==> src/rtl/uart_receiver.sv <==
// 8N1 UART receiver: oversampled mid-bit sampling, single-entry output buffer
// with valid/ready handshake, frame-error and overrun pulses.
module uart_receiver #(
   parameter int CLK_FREQ   = 100_000_000,
   parameter int BAUD       = 9600,
   parameter int OVERSAMPLE = 16
) (
   input  logic       clk,
   input  logic       reset,
   input  logic       uart_rx,
   output logic [7:0] rx_data,
   output logic       rx_valid,
   input  logic       rx_ready,
   output logic       frame_err,
   output logic       overrun,
   output logic       busy
);

   localparam int DIV_RAW = CLK_FREQ / (BAUD * OVERSAMPLE);
   localparam int DIV     = (DIV_RAW < 1) ? 1 : DIV_RAW;
   localparam int DIV_W   = (DIV > 1) ? $clog2(DIV) : 1;
   localparam int TICK_W  = $clog2(OVERSAMPLE);

   localparam logic [DIV_W-1:0]  DIV_LAST  = DIV_W'(DIV - 1);
   localparam logic [TICK_W-1:0] TICK_MID  = TICK_W'(OVERSAMPLE / 2 - 1);
   localparam logic [TICK_W-1:0] TICK_LAST = TICK_W'(OVERSAMPLE - 1);

   localparam logic [2:0] IDLE      = 3'd0;
   localparam logic [2:0] START     = 3'd1;
   localparam logic [2:0] DATA      = 3'd2;
   localparam logic [2:0] STOP      = 3'd3;
   localparam logic [2:0] WAIT_HIGH = 3'd4;

   logic              sync_r;
   logic              rx_s;
   logic              rx_prev_r;
   logic [2:0]        state_r;
   logic [2:0]        state_nxt;
   logic [DIV_W-1:0]  div_cnt_r;
   logic [DIV_W-1:0]  div_cnt_nxt;
   logic [TICK_W-1:0] tick_cnt_r;
   logic [TICK_W-1:0] tick_cnt_nxt;
   logic [2:0]        bit_cnt_r;
   logic [2:0]        bit_cnt_nxt;
   logic [7:0]        shift_r;
   logic [7:0]        shift_nxt;
   logic              tick_s;
   logic              start_edge_s;
   logic              byte_done_s;
   logic              stop_bad_s;
   logic              load_s;
   logic              drop_s;
   logic              valid_nxt;

   assign tick_s       = (div_cnt_r == DIV_LAST);
   assign start_edge_s = rx_prev_r & ~rx_s;

   // Next-state logic for the frame FSM, sample divider and shift register
   always_comb begin
      state_nxt    = state_r;
      div_cnt_nxt  = tick_s ? {DIV_W{1'b0}} : div_cnt_r + DIV_W'(1);
      tick_cnt_nxt = tick_cnt_r;
      bit_cnt_nxt  = bit_cnt_r;
      shift_nxt    = shift_r;
      byte_done_s  = 1'b0;
      stop_bad_s   = 1'b0;
      case (state_r)
         IDLE: begin
            tick_cnt_nxt = {TICK_W{1'b0}};
            if (start_edge_s) begin
               state_nxt   = START;
               div_cnt_nxt = {DIV_W{1'b0}};
            end else begin
               state_nxt = IDLE;
            end
         end
         START: begin
            if (tick_s && (tick_cnt_r == TICK_MID)) begin
               tick_cnt_nxt = {TICK_W{1'b0}};
               bit_cnt_nxt  = 3'd0;
               state_nxt    = rx_s ? IDLE : DATA;
            end else if (tick_s) begin
               tick_cnt_nxt = tick_cnt_r + TICK_W'(1);
            end else begin
               tick_cnt_nxt = tick_cnt_r;
            end
         end
         DATA: begin
            if (tick_s && (tick_cnt_r == TICK_LAST)) begin
               tick_cnt_nxt = {TICK_W{1'b0}};
               shift_nxt    = {rx_s, shift_r[7:1]};
               if (bit_cnt_r == 3'd7) begin
                  state_nxt = STOP;
               end else begin
                  bit_cnt_nxt = bit_cnt_r + 3'd1;
               end
            end else if (tick_s) begin
               tick_cnt_nxt = tick_cnt_r + TICK_W'(1);
            end else begin
               tick_cnt_nxt = tick_cnt_r;
            end
         end
         STOP: begin
            // Going idle at mid-stop leaves half a bit to catch a back-to-back start edge
            if (tick_s && (tick_cnt_r == TICK_LAST)) begin
               tick_cnt_nxt = {TICK_W{1'b0}};
               if (rx_s) begin
                  byte_done_s = 1'b1;
                  state_nxt   = IDLE;
               end else begin
                  stop_bad_s = 1'b1;
                  state_nxt  = WAIT_HIGH;
               end
            end else if (tick_s) begin
               tick_cnt_nxt = tick_cnt_r + TICK_W'(1);
            end else begin
               tick_cnt_nxt = tick_cnt_r;
            end
         end
         WAIT_HIGH: begin
            if (rx_s) begin
               state_nxt = IDLE;
            end else begin
               state_nxt = WAIT_HIGH;
            end
         end
         default: begin
            state_nxt = IDLE;
         end
      endcase
   end

   // Output buffer: load when empty or being consumed, otherwise drop and flag overrun
   always_comb begin
      load_s = byte_done_s & (~rx_valid | rx_ready);
      drop_s = byte_done_s & rx_valid & ~rx_ready;
      if (load_s) begin
         valid_nxt = 1'b1;
      end else if (rx_valid && rx_ready) begin
         valid_nxt = 1'b0;
      end else begin
         valid_nxt = rx_valid;
      end
   end

   // Synchronizer, FSM and counter registers
   always_ff @(posedge clk) begin
      if (reset) begin
         sync_r     <= 1'b1;
         rx_s       <= 1'b1;
         rx_prev_r  <= 1'b1;
         state_r    <= IDLE;
         div_cnt_r  <= {DIV_W{1'b0}};
         tick_cnt_r <= {TICK_W{1'b0}};
         bit_cnt_r  <= 3'd0;
         shift_r    <= 8'h00;
      end else begin
         sync_r     <= uart_rx;
         rx_s       <= sync_r;
         rx_prev_r  <= rx_s;
         state_r    <= state_nxt;
         div_cnt_r  <= div_cnt_nxt;
         tick_cnt_r <= tick_cnt_nxt;
         bit_cnt_r  <= bit_cnt_nxt;
         shift_r    <= shift_nxt;
      end
   end

   // Registered outputs
   always_ff @(posedge clk) begin
      if (reset) begin
         rx_data   <= 8'h00;
         rx_valid  <= 1'b0;
         frame_err <= 1'b0;
         overrun   <= 1'b0;
         busy      <= 1'b0;
      end else begin
         rx_data   <= load_s ? shift_r : rx_data;
         rx_valid  <= valid_nxt;
         frame_err <= stop_bad_s;
         overrun   <= drop_s;
         busy      <= (state_nxt != IDLE);
      end
   end

endmodule

==> config.mk <==
export PLATFORM = sky130hd
export DESIGN_NAME = uart_receiver
export DESIGN_NICKNAME = d
export VERILOG_FILES = /design/src/rtl/uart_receiver.sv
export SDC_FILE = /design/constraint.sdc
export NUM_CORES = 1
export LEC_CHECK = 0
export ABC_AREA = 1
export BUFFER_PORTS_ARGS = -buffer_cell sky130_fd_sc_hd__buf_2
export CAP_MARGIN = 25
export CORE_ASPECT_RATIO = 0.8
export CORE_MARGIN = 1.5
export CORE_UTILIZATION = 58
export DETAILED_ROUTE_END_ITERATION = 7
export GPL_TIMING_DRIVEN = 0
export PLACE_DENSITY = 0.78
export SETUP_SLACK_MARGIN = 0.4
export SLEW_MARGIN = 20
export SYNTH_ARGS = -nofsm -noshare
export SYNTH_HDL_FRONTEND = slang
export SYNTH_SLANG_ARGS = --single-unit
==> constraint.sdc <==
create_clock -name clk -period 1.9 [get_ports clk]
set_input_delay 0.285 -clock clk [delete_from_list [all_inputs] [get_ports clk]]
set_output_delay 0.285 -clock clk [all_outputs]
set_load 0.05 [all_outputs]
==> run metrics <==
Sink Count 43; vias in the first global route 1562; CTS tree yes; hold buffer count at cts 0; Worst setup EP type flip-flop; number of antenna violations at the first check in global routing 0; drt first pass iters 4; Core Area 0.003176 mm2; width of the die 68.65 um; CP Buf/Inv Count 2; Area growth syn-to-layout 23.78%; layer with the highest usage met1; Req. time, crit path 2090 ps; initial core utilization 62.96%; clock root buffer clkbuf_8; Skew-Pair Late Insertion Delay 300 ps; GRT met2 Usage 33.52%; Global Route Usage Sum 23.91%; maxcap violations 0; Die Y 55.52 um; post-route ant nets 0; Pleak 1.112 nW; power share of the clock group 37.0%; Post-layout nets 322; ANT cells 0; period utilization 85.62%; GRT met1 Usage 33.63%; vias 1810; Setup violations, final 0; DR WL/cell 12.22 um; final hold violations 0; Max Freq 614.7 MHz; most used cell, CP nand2_1; power per cell area 645.9 mW/mm2; Sequential Power Share 57.7%; VDD IR max 0.6782 mV; Synth Cell Area 0.001999 mm2; Routed WL 4314 um; sequential share of the synthesized area 43.05%; Final Critical Period 1627 ps; placer congestion estimate 0.8160; Internal 1.227 mW; skew final 6.844 ps; Final Slew Violations 0; starting DRC count in detailed routing 87; switching pwr 0.3717 mW; Syn Nets 286; Worst Hold Class in -> reg; DP Wirelength 2630 um; Least-Margin Pin Slew 575.1 ps; row count 18; post-synthesis cell count 277; io pins 16; Clock transition at path regs 80 ps; switching share of power 23.25%; GR Overflow Total 0; final instance area 0.002475 mm2; share of cells above drive strength 1 27.16%; critical path, cell by cell inv_2 > ha_4 > nand2_4 > nor2_4 > nand4_4 > buf_4 > nand2_1 > nand2_1 > nor2_1 > nand2_1 > nand2_1 > nand2_1; DR vias/cell 5.127; Synth cell types 28; Filler cells 228; status completed; Total Neg Setup Slack 0 ps; first-pass GRT wire length 6810 um; Critical Path Start Type flip-flop; CP arrival 1820 ps; Post-DP Area 0.002162 mm2; met3 usage in global routing 8.350%; H-tree depth 2; crit-path max cell delay 350 ps; Gate power share 5.3%; CP max-delay cell dfxtp_4; port bufs 15; TritonCTS buffer count 5; flop2flop setup slack 270 ps; largest net degree at the start of global routing 13; critical path class reg -> reg; Die ar. 0.003811 mm2; Largest delay share family, worst path simple AND/OR/NAND/NOR gates; maximum root-to-sink buffer count 2; crit-path max FO 4; flops & latches, synth 43; DRC viols 0; Syn. warnings 0; syn_area_per_cell 7.218 um2; RSZ-0062 raised after global routing true; slew margin rel. 61.66%
==> logic make-up (layout without fill, tap and decap cells) <==
kind of cell / count (synthesis) / after routing / synth area share (%)
buffers and inverters: 44 / 80 / 8.699
DFF: 43 / 43 / 43.05
adders and majority gates: 5 / 5 / 3.129
xor gates and xnor gates: 3 / 3 / 1.314
and+or+nand+nor: 153 / 153 / 35.92
AOI/OAI and AO/OA: 29 / 29 / 7.885
==> cell usage in the layout, fill, tap and decap left out <==
| cell | n |
|---|---|
| nand2_1 | 53 |
| nor2_1 | 46 |
| dfxtp_1 | 38 |
| inv_1 | 35 |
| buf_2 | 16 |
| a21oi_1 | 14 |
| buf_4 | 13 |
| nor2_4 | 10 |
| nand3_1 | 10 |
| nand4_1 | 8 |
| o21ai_0 | 8 |
| clkbuf_8 | 6 |
| inv_2 | 5 |
| nand2_2 | 5 |
| nor3_1 | 4 |
| nor2_2 | 3 |
| or2_2 | 3 |
| o21ai_1 | 3 |
| xor2_1 | 3 |
| ha_1 | 3 |
| dfxtp_4 | 3 |
| nand2_4 | 2 |
| clkbuf_1 | 2 |
| nand3_2 | 2 |
| nand3_4 | 2 |
| a211oi_2 | 2 |
| buf_6 | 2 |
| ha_4 | 2 |
| dfxtp_2 | 2 |
| nand4_4 | 1 |
| nor3_2 | 1 |
| nor3_4 | 1 |
| o21bai_2 | 1 |
| nor4_2 | 1 |
| a31oi_1 | 1 |
| nor3b_2 | 1 |
| clkinv_2 | 1 |
==> worst paths after layout <==
check,from,endpoint,cells after the start
worst max-delay path,div_cnt_r[0],busy,12
worst min-delay path,uart_rx,sync_r,2
worst max register to register,div_cnt_r[0],busy,12
worst min register to register,sync_r,rx_s,1
==> registers in the layout, indices dropped and copies added, names as in the netlist, 3 cells and up <==
| signal | flops |
|---|---|
| div_cnt_r | 10 |
| rx_data | 8 |
| bit_cnt_r | 3 |
| shift_r | 8 |
| tick_cnt_r | 4 |
| state_r | 3 |
==> metal layers <==
layer  up-vias  share of wire, %
li1        944                 -
met1       801                47
met2        54                46
met3        11               5.5
met4         0               1.9
met5         -                 0
==> through the flow <==
step	util, %	std cells	setup slack [ps]	hold WS [ps]	total power [mW]
5_1_grt	77.94	353	159.2	169.6	1.647
2_1_floorplan	-	277	409.1	388.8	0.9972
3_3_place_gp	68.09	332	239.8	391.7	1.017
6_report	77.94	353	273.2	165.7	1.599
3_5_place_dp	68.09	332	224.9	401.4	1.018
4_1_cts	74.51	349	352.1	164.2	1.593
==> what timing repair did <==
| action | CTS | global route |
|---|---|---|
| setup endpoints to repair | 29 | 35 |
| pin swaps | 6 | 7 |
| buffers inserted | 10 | 4 |
| gates resized for setup | 12 | 23 |
==> power by group through the flow <==
stage	clock [mW]	sequential [mW]	combinational, mW
after floorplan	0	0.949	0.0480
after global placement	0	0.947	0.0697
after detailed placement	0	0.947	0.0707
after CTS	0.595	0.924	0.0747
after global routing	0.629	0.925	0.0939
final	0.591	0.922	0.0850
==> Yosys cell counts <==
cell | count | area share (%)
a211oi_1 | 2 | 0.75
a21oi_1 | 14 | 3.5
a31oi_1 | 1 | 0.31
buf_2 | 1 | 0.25
buf_6 | 1 | 0.56
clkbuf_1 | 2 | 0.38
dfxtp_1 | 43 | 43
ha_1 | 5 | 3.1
inv_1 | 38 | 7.1
inv_2 | 2 | 0.38
nand2_1 | 57 | 11
nand2_2 | 3 | 0.94
nand3_1 | 12 | 3.0
nand3_2 | 1 | 0.50
nand3_4 | 1 | 0.88
nand4_1 | 8 | 2.5
nand4_4 | 1 | 1.1
nor2_1 | 52 | 9.8
nor2_2 | 3 | 0.94
nor2_4 | 4 | 2.3
nor3_1 | 5 | 1.3
nor3_2 | 1 | 0.50
nor3b_1 | 1 | 0.38
nor4_1 | 1 | 0.31
o21ai_0 | 11 | 2.8
o21bai_2 | 1 | 0.56
or2_2 | 3 | 0.94
xor2_1 | 3 | 1.3
==> layout make-up <==
| class | instances | area [um2] | area share (%) |
|---|---|---|---|
| flip-flops and latches | 43 | 874.6 | 35.34 |
| well taps | 40 | 50.05 | 2.022 |
| clock buffers | 6 | 82.58 | 3.337 |
| clock inverters | 1 | 5.005 | 0.2022 |
| multi-input cells | 190 | 1105 | 44.64 |
| repair buffers | 29 | 183.9 | 7.432 |
| inverters | 40 | 150.1 | 6.067 |
| plain buffers | 4 | 23.77 | 0.9606 |
Power figures use the tool's default switching activity.
